===== config.mk =====
export PLATFORM = sky130hd
export DESIGN_NAME = rc4_key_schedule
export DESIGN_NICKNAME = d
export VERILOG_FILES = /design/src/rtl/rc4_pkg.sv /design/src/rtl/rc4_key_byte_sel.sv /design/src/rtl/rc4_key_schedule.sv
export SDC_FILE = /design/constraint.sdc
export NUM_CORES = 1
export LEC_CHECK = 0
export BUFFER_PORTS_ARGS = -buffer_cell sky130_fd_sc_hd__buf_4
export CAP_MARGIN = 20
export CORE_MARGIN = 8
export CORE_UTILIZATION = 51
export DETAILED_ROUTE_END_ITERATION = 8
export MAX_ROUTING_LAYER = met4
export PLACE_DENSITY = 0.76
export SYNTH_ARGS = -nofsm -noshare
export SYNTH_HDL_FRONTEND = slang
export SYNTH_HIERARCHICAL = 1
export SYNTH_SLANG_ARGS = --single-unit
export TNS_END_PERCENT = 100

===== constraint.sdc =====
create_clock -name clk -period 2.7 [get_ports clk]
set_clock_uncertainty 0.2 [all_clocks]
set_input_delay 0.675 -clock clk [delete_from_list [all_inputs] [get_ports clk]]
set_output_delay 0.675 -clock clk [all_outputs]
set_load 0.005 [all_outputs]

===== src/rtl/rc4_pkg.sv =====
// RC4 shared types and constants.
// Used by the key schedule and its key byte selector.
package rc4_pkg;

    localparam int S_SIZE            = 256;
    localparam int RAM_RD_LAT        = 2;
    localparam int KEY_BYTES_DEFAULT = 3;
    localparam int KEY_MAX_W         = 256;

    typedef enum logic [3:0] {
        ST_IDLE,
        ST_INIT,
        ST_RD_I,
        ST_WAIT_I,
        ST_CAP_I,
        ST_RD_J,
        ST_WAIT_J,
        ST_CAP_J,
        ST_WR_I,
        ST_WR_J,
        ST_DONE
    } ksa_state_t;

    // Key is left-justified, byte 0 at the MSB end.
    function automatic logic [7:0] key_byte(
        input logic [KEY_MAX_W-1:0] key,
        input logic [4:0]           idx
    );
        return key[KEY_MAX_W-8-8*int'(idx) +: 8];
    endfunction

endpackage


===== src/rtl/rc4_key_byte_sel.sv =====
// RC4 key byte selector.
// Registered mod-KEY_BYTES index plus byte mux.
module rc4_key_byte_sel
    import rc4_pkg::*;
#(
    parameter int KEY_BYTES = KEY_BYTES_DEFAULT,
    parameter int KEY_W     = 8 * KEY_BYTES
) (
    input  logic             clk,
    input  logic             reset,
    input  logic             clear,
    input  logic             advance,
    input  logic [KEY_W-1:0] key,
    output logic [7:0]       kbyte
);

    localparam int IW = (KEY_BYTES > 1) ? $clog2(KEY_BYTES) : 1;

    logic [IW-1:0]        idx;
    logic [KEY_MAX_W-1:0] key_la;

    // Index tracks i mod KEY_BYTES without a divider.
    always_ff @(posedge clk) begin
        if (reset || clear) begin
            idx <= '0;
        end else if (advance) begin
            if (idx == IW'(KEY_BYTES - 1))
                idx <= '0;
            else
                idx <= idx + 1'b1;
        end
    end

    // Left-justify so byte 0 is always the top byte.
    always_comb begin
        key_la = KEY_MAX_W'(key) << (KEY_MAX_W - KEY_W);
    end

    assign kbyte = key_byte(key_la, 5'(idx));

endmodule


===== src/rtl/rc4_key_schedule.sv =====
// RC4 key-scheduling stage driving the shared S RAM.
// Optional cycle counter: RC4_KSA_CYCLE_COUNT_EN.
module rc4_key_schedule
    import rc4_pkg::*;
#(
    parameter int KEY_BYTES = KEY_BYTES_DEFAULT,
    parameter int KEY_W     = 8 * KEY_BYTES
) (
    input  logic             clk,
    input  logic             reset,
    input  logic             start,
    input  logic [KEY_W-1:0] secret_key,
    input  logic [7:0]       q_data,
    output logic [7:0]       address,
    output logic [7:0]       data,
    output logic             wen,
    output logic             ksa_mem_handler,
    output logic             finish
`ifdef RC4_KSA_CYCLE_COUNT_EN
    ,
    output logic [15:0]      cycle_count
`endif
);

    localparam logic [7:0] I_LAST = 8'(S_SIZE - 1);

    ksa_state_t       state;
    logic [7:0]       i;
    logic [7:0]       j;
    logic [7:0]       si;
    logic [7:0]       sj;
    logic [KEY_W-1:0] key_q;
    logic [7:0]       kbyte;
    logic             go;
    logic             adv;

    assign go  = (state == ST_IDLE) && start;
    assign adv = (state == ST_WR_J);

    rc4_key_byte_sel #(
        .KEY_BYTES (KEY_BYTES),
        .KEY_W     (KEY_W)
    ) u_ksel (
        .clk     (clk),
        .reset   (reset),
        .clear   (go),
        .advance (adv),
        .key     (key_q),
        .kbyte   (kbyte)
    );

    // KSA control: init fill, then 8-cycle read/read/swap per i.
    always_ff @(posedge clk) begin
        if (reset) begin
            state <= ST_IDLE;
            i     <= '0;
            j     <= '0;
            si    <= '0;
            sj    <= '0;
            key_q <= '0;
        end else begin
            unique case (state)
                ST_IDLE: begin
                    if (start) begin
                        key_q <= secret_key;
                        i     <= '0;
                        j     <= '0;
                        state <= ST_INIT;
                    end
                end
                ST_INIT: begin
                    i <= i + 8'd1;
                    if (i == I_LAST)
                        state <= ST_RD_I;
                end
                ST_RD_I:   state <= ST_WAIT_I;
                ST_WAIT_I: state <= ST_CAP_I;
                ST_CAP_I: begin
                    si    <= q_data;
                    j     <= j + q_data + kbyte;
                    state <= ST_RD_J;
                end
                ST_RD_J:   state <= ST_WAIT_J;
                ST_WAIT_J: state <= ST_CAP_J;
                ST_CAP_J: begin
                    sj    <= q_data;
                    state <= ST_WR_I;
                end
                ST_WR_I:   state <= ST_WR_J;
                ST_WR_J: begin
                    i <= i + 8'd1;
                    if (i == I_LAST)
                        state <= ST_DONE;
                    else
                        state <= ST_RD_I;
                end
                ST_DONE:   state <= ST_IDLE;
                default:   state <= ST_IDLE;
            endcase
        end
    end

    // Moore decode of RAM port, ownership and done pulse.
    always_comb begin
        address         = '0;
        data            = '0;
        wen             = 1'b0;
        ksa_mem_handler = (state != ST_IDLE) && (state != ST_DONE);
        finish          = (state == ST_DONE);
        unique case (state)
            ST_INIT: begin
                address = i;
                data    = i;
                wen     = 1'b1;
            end
            ST_RD_I: address = i;
            ST_RD_J: address = j;
            ST_WR_I: begin
                address = i;
                data    = sj;
                wen     = 1'b1;
            end
            ST_WR_J: begin
                address = j;
                data    = si;
                wen     = 1'b1;
            end
            default: ;
        endcase
    end

`ifdef RC4_KSA_CYCLE_COUNT_EN
    // Run length counter, held after DONE until the next start.
    always_ff @(posedge clk) begin
        if (reset)
            cycle_count <= '0;
        else if (go)
            cycle_count <= '0;
        else if (state != ST_IDLE)
            cycle_count <= cycle_count + 16'd1;
    end
`endif

endmodule


# Yosys cells after proc, flatten, opt, wreduce, memory -nomap -nowiden
# Cells that the tools add are included.
op_classes:
  addsub: 5
  n_eq_ne: 15
  shift: 1
  muxes: 11
  n_reduce_logical: 15
ops:
  columns: ["operator", "n"]
  rows:
  - ["$shiftx A256 B32 Y8", 1]
  - ["$pmux W8 S2", 3]
  - ["$pmux W4 S10", 1]
  - ["$pmux W8 S3", 1]
  - ["$add A8 B8 Y8", 2]
  - ["$eq A4 B3 Y1 const B", 4]
  - ["$eq A4 B4 Y1 const B", 3]
  - ["$mux W4", 3]
  - ["$sub A8 B5 Y9 const A", 1]
  - ["$add A8 B1 Y8 const B", 1]
  - ["$eq A4 B2 Y1 const B", 2]
  - ["$eq A8 B8 Y1 const B", 1]
  - ["$mux W8", 1]
  - ["$reduce_and A2 Y1", 4]
  - ["$reduce_or A3 Y1", 2]
  - ["$eq A4 B1 Y1 const B", 1]
  - ["$logic_not A4 Y1", 1]
  - ["$ne A2 B2 Y1 const B", 2]
  - ["$ne A4 B4 Y1 const B", 1]
  - ["$reduce_bool A2 Y1", 2]
  - ["$reduce_bool A4 Y1", 1]
  - ["$reduce_or A2 Y1", 2]
  - ["$add A2 B1 Y2 const B", 1]
  - ["$eq A2 B2 Y1 const B", 1]
  - ["other kinds (4)", 5]
word_totals:
  reg_bits: 62
  input_bits: 35
  output_inout_bits: 19
  wordCells: 54

# Depth between registers and ports, before layout
logic_depth:
  depth_word: 4
  ltp_mapped: 11
  ltp_nobuf: 10

# Hierarchy
# Netlist, hierarchy kept.
modules_own_cells:
  columns: ["module", "instances", "cells_each", "area_each_um2", "seq_area_each_um2"]
  rows:
  - ["rc4_key_schedule", 1, 394, 3160.5, 1201.2]
  - ["rc4_key_byte_sel", 1, 28, 270.3, 40.0]

# Worst setup path before layout
# No wires, ideal clock.
synth_path:
  kind: "register -> register"
  from: "register u_ksel.idx[1]"
  to: "register j[7]"
  setup_time_ns: 0.122
  t_arrival_ns: 2.553
  required_ns: 2.378
  path_slack_ns: -0.175
  stages_incl_launch_ff: 12
  n_path_buf: 1
  synth_period_minus_slack_ns: 2.875
  cell_sequence: "dfxtp_1 buf_6 mux2i_1 o2bb2ai_1 fa_1 ha_1 inv_1 fa_1 nor2b_1 o31ai_1 a21o_1 a221o_1"
synth_between:
  elab_chain_len: 4
synth_rtl:
  columns: ["item", "line_no", "rtl"]
  rows:
  - ["start: declaration", "rc4_key_byte_sel.sv:19", "logic [IW-1:0] idx;"]
  - ["start signal: assignment", "rc4_key_byte_sel.sv:30", "idx <= idx + 1'b1;"]
  - ["$sub A8 B5 Y9", "rc4_pkg.sv:29", "return key[KEY_MAX_W-8-8*int'(idx) +: 8];"]
  - ["$shiftx A256 B32 Y8", "rc4_pkg.sv:29", null]
  - ["via kbyte[1]", "rc4_key_schedule.sv:33", "logic [7:0] kbyte;"]
  - ["$add A8 B8 Y8", "rc4_key_schedule.sv:80", "j <= j + q_data + kbyte;"]
  - ["$pmux W8 S2", "rc4_key_schedule.sv:62", "unique case (state)"]
  - ["end signal: assignment", "rc4_key_schedule.sv:80", null]
  - ["end: declaration", "rc4_key_schedule.sv:29", "logic [7:0] j;"]
# The timed path passes the listed nets, and every way through them passes these cells.
# A chain may end at the register's enable or synchronous reset.

# Worst setup path after layout
# Ends and elaborated chain as after synthesis.

==> results.tsv <==
stage	metric	value	unit
clocking	clk_pin_slew	0.07	ns
place	gp_congestion	0.953	
yosys	yosys.cell_types.count	55	
place	post_dp_cell_area	4010	um^2
yosys	netlist_area	3430	um^2
place	dpl.hpwl	6890	um
setup_path	required	2.72	ns
sta	hold_violations	0	
sta	worst_slew_pin_slew	0.684	ns
clocking	cts.sinks	62	
sta	rsz0062_at_grt	yes	
global_route	grt_pass1_vias	3241	
floorplan	row_count	30	
floorplan	ioPinCount	54	
final_layout	final_area	4380	um^2
floorplan	coreArea	6640	um^2
final_layout	mostFrequentLayoutCell	nand2_1	
global_route	grt_max_degree	39	
flow_run	drv_cap	0	
drt	drt_wl_total	9640	um
yosys	ys_warn_count	6	
global_route	antenna_found_initial	0	
final_layout	utilization	65.9	%
clocking	cts.htree.levels	3	
sta	slew_viol_final	0	
sta	timing.final.ws_setup	-0.163	ns
pwr	fin_total_pwr	2.15	mW
drt	drt_iter0_markers	228	
final_layout	areaGrowthSynthToFinish	27.6	%
drt	vias_per_cell	5.76	
yosys	synth_area_leaders	dfxtp_1 36%, nand2_1 11%, a21oi_1 6.6%	
global_route	overflow	0	
place	io_buffers	53	
yosys	yosysTopAreaCell	dfxtp_1	
clocking	cts_buffers	9	
status	status	finished, violations left	
yosys	async_reset_ff_share	0	%
yosys	synthSimpleGateAreaFrac	23.5	%
final_layout	final_nets	534	
clocking	cts_tree	yes	
pwr	leakage	1.72	nW
drt	vias	3278	
yosys	synth_edf_count	0	
setup_path	critical_path.endpoint_type	flip-flop	
pwr	ir_drop	0.289	mV
setup_path	cp_max_fo	5	
clocking	root_buffer	clkbuf_8	
final_layout	most-common-layout-cells	97 x nand2_1, 79 x buf_4, 59 x dfxtp_1	
hold_path	hp-class	reg -> reg	
floorplan	initial_utilization	51.6	%
clocking	insertion_delay	0.33	ns
sta	post-route-period-util	106	%
sta	setup_viol	4	
global_route	grt_usage	20.5	%
yosys	synthAdderAreaFrac	7.22	%
sta	max_clock_freq	0.349	GHz
final_layout	drive_above_1_share	27.0	%
drt	drc_errors	0	
status	violations	negative setup slack	
yosys	ys.flop_type	dfxtp_1	
floorplan	fp.dieW	98.0	um
sta	max-slew-margin-rel	54.2	%
global_route	grt_pass1_wl	15700	um
yosys	yosysSeqAreaShare	36.2	%
floorplan	die_area	9610	um^2
yosys	synth_top_area_share	36.2	%
clocking	cts_buffer_depth	2	
yosys	synth-xor-area-share	3.06	%
drt	drt-pass1-iter-count	5	
pwr	powerDensity	492	nW/um^2
clocking	postCtsHoldBufs	0	
floorplan	die_y	98.0	um
yosys	synth_top_family_by_area	simple AND/OR/NAND/NOR gates	
final_layout	n_antenna_cell	0	
sta	period_needed	2.86	ns
yosys	syn_nets	472	
setup_path	critPathKind	reg -> reg	
yosys	syn_inst	422	
yosys	synth_compound_area_share	21.4	%
drt	wl_per_cell	16.9	um
setup_path	arrival	2.89	ns
yosys	avgSynthCellArea	8.13	um^2
yosys	synth.area.mux_share	2.33	%
drt	antenna_left	0	
setup_path	critPathLaunchType	flip-flop	
yosys	synth_seq_cells	62	
==> metrics by stage <==
| step | cells | TNS [ns] | worst slack, ns | hold slack [ns] |
|---|---|---|---|---|
| after floorplan | 422 | -0.0606 | -0.0606 | 0.236 |
| after global placement | 551 | -0.309 | -0.185 | 0.242 |
| after detailed placement | 551 | -0.602 | -0.257 | 0.246 |
| after CTS | 569 | -0.283 | -0.153 | 0.256 |
| after global routing | 569 | -0.770 | -0.259 | 0.271 |
| final | 569 | -0.363 | -0.163 | 0.254 |
==> worst paths after layout <==
check	from	to	slack (ns)	cells after the start
hold / removal	sj[0]	sj[0]	0.25	2
hold reg to reg	sj[0]	sj[0]	0.25	2
setup reg to reg	u_ksel/idx[1]	j[7]	-0.16	9
setup / recovery	u_ksel/idx[1]	j[7]	-0.16	9
==> synthesized netlist by cell type (6+ instances only) <==
cell	number
ha_1	7
nand2_1	97
inv_1	13
xor2_1	7
a21oi_1	45
o2bb2ai_1	8
buf_2	8
nor3_1	15
fa_1	8
clkbuf_1	20
dfxtp_1	62
a22o_1	8
nand4_1	6
a222oi_1	7
o21ai_0	11
mux2i_1	8
a22oi_1	9
nor2_1	17
nand3_1	7
==> kinds of logic after synthesis <==
kind of cell    Yosys count
compound gates          109
xor+xnor                 12
fa+ha+maj                15
buf+inv                  47
flops                    62
mux                       8
simple gates            169
==> state kept, by name, indices dropped and copies added (netlist names) <==
signal	flops
key_q	24
i	8
j	8
si	8
sj	8
state	4
u_ksel/idx	2
==> worst max-delay path, cell delays in order, from the launching register on <==
cell and delay, ns:
dfxtp_4 0.37, buf_4 0.14, mux2i_1 0.13, o2bb2ai_1 0.28
fa_1 0.49, ha_1 0.37, nor2b_4 0.16, o31ai_4 0.23
a2111oi_2 0.11, a221o_1 0.27
==> layout make-up <==
type | instances | area (um^2)
clock buffers | 13 | 169
clock inverters | 3 | 65.1
fillers | 544 | 2270
inverters | 14 | 52.6
multi-input cells | 313 | 2080
flip-flops and latches | 62 | 1250
well taps | 80 | 100
repair buffers | 84 | 658
==> report_power, final <==
part / switching (mW) / total [mW] / internal [mW]
Clock: 0.345 / 0.940 / 0.595
Combinational: 0.141 / 0.260 / 0.119
Sequential: 0.0175 / 0.954 / 0.936
==> per-layer routing <==
metal	track usage [%]	routed length, um	up-vias	share of wire, %
met5	-	0	-	0
met4	8.03	211	0	2.2
met3	5.69	696	21	7.2
met2	32.8	4600	146	48
met1	23.8	4130	1509	43
li1	-	-	1602	-
==> timing repair <==
| action | CTS | global route |
|---|---|---|
| buffers inserted | 2 | 0 |
| pin swaps | 7 | 4 |
| hold endpoints to repair | 0 | 0 |
| setup endpoints to repair | 20 | 15 |
| gates resized for setup | 12 | 22 |
(Power assumes the default switching activity.)
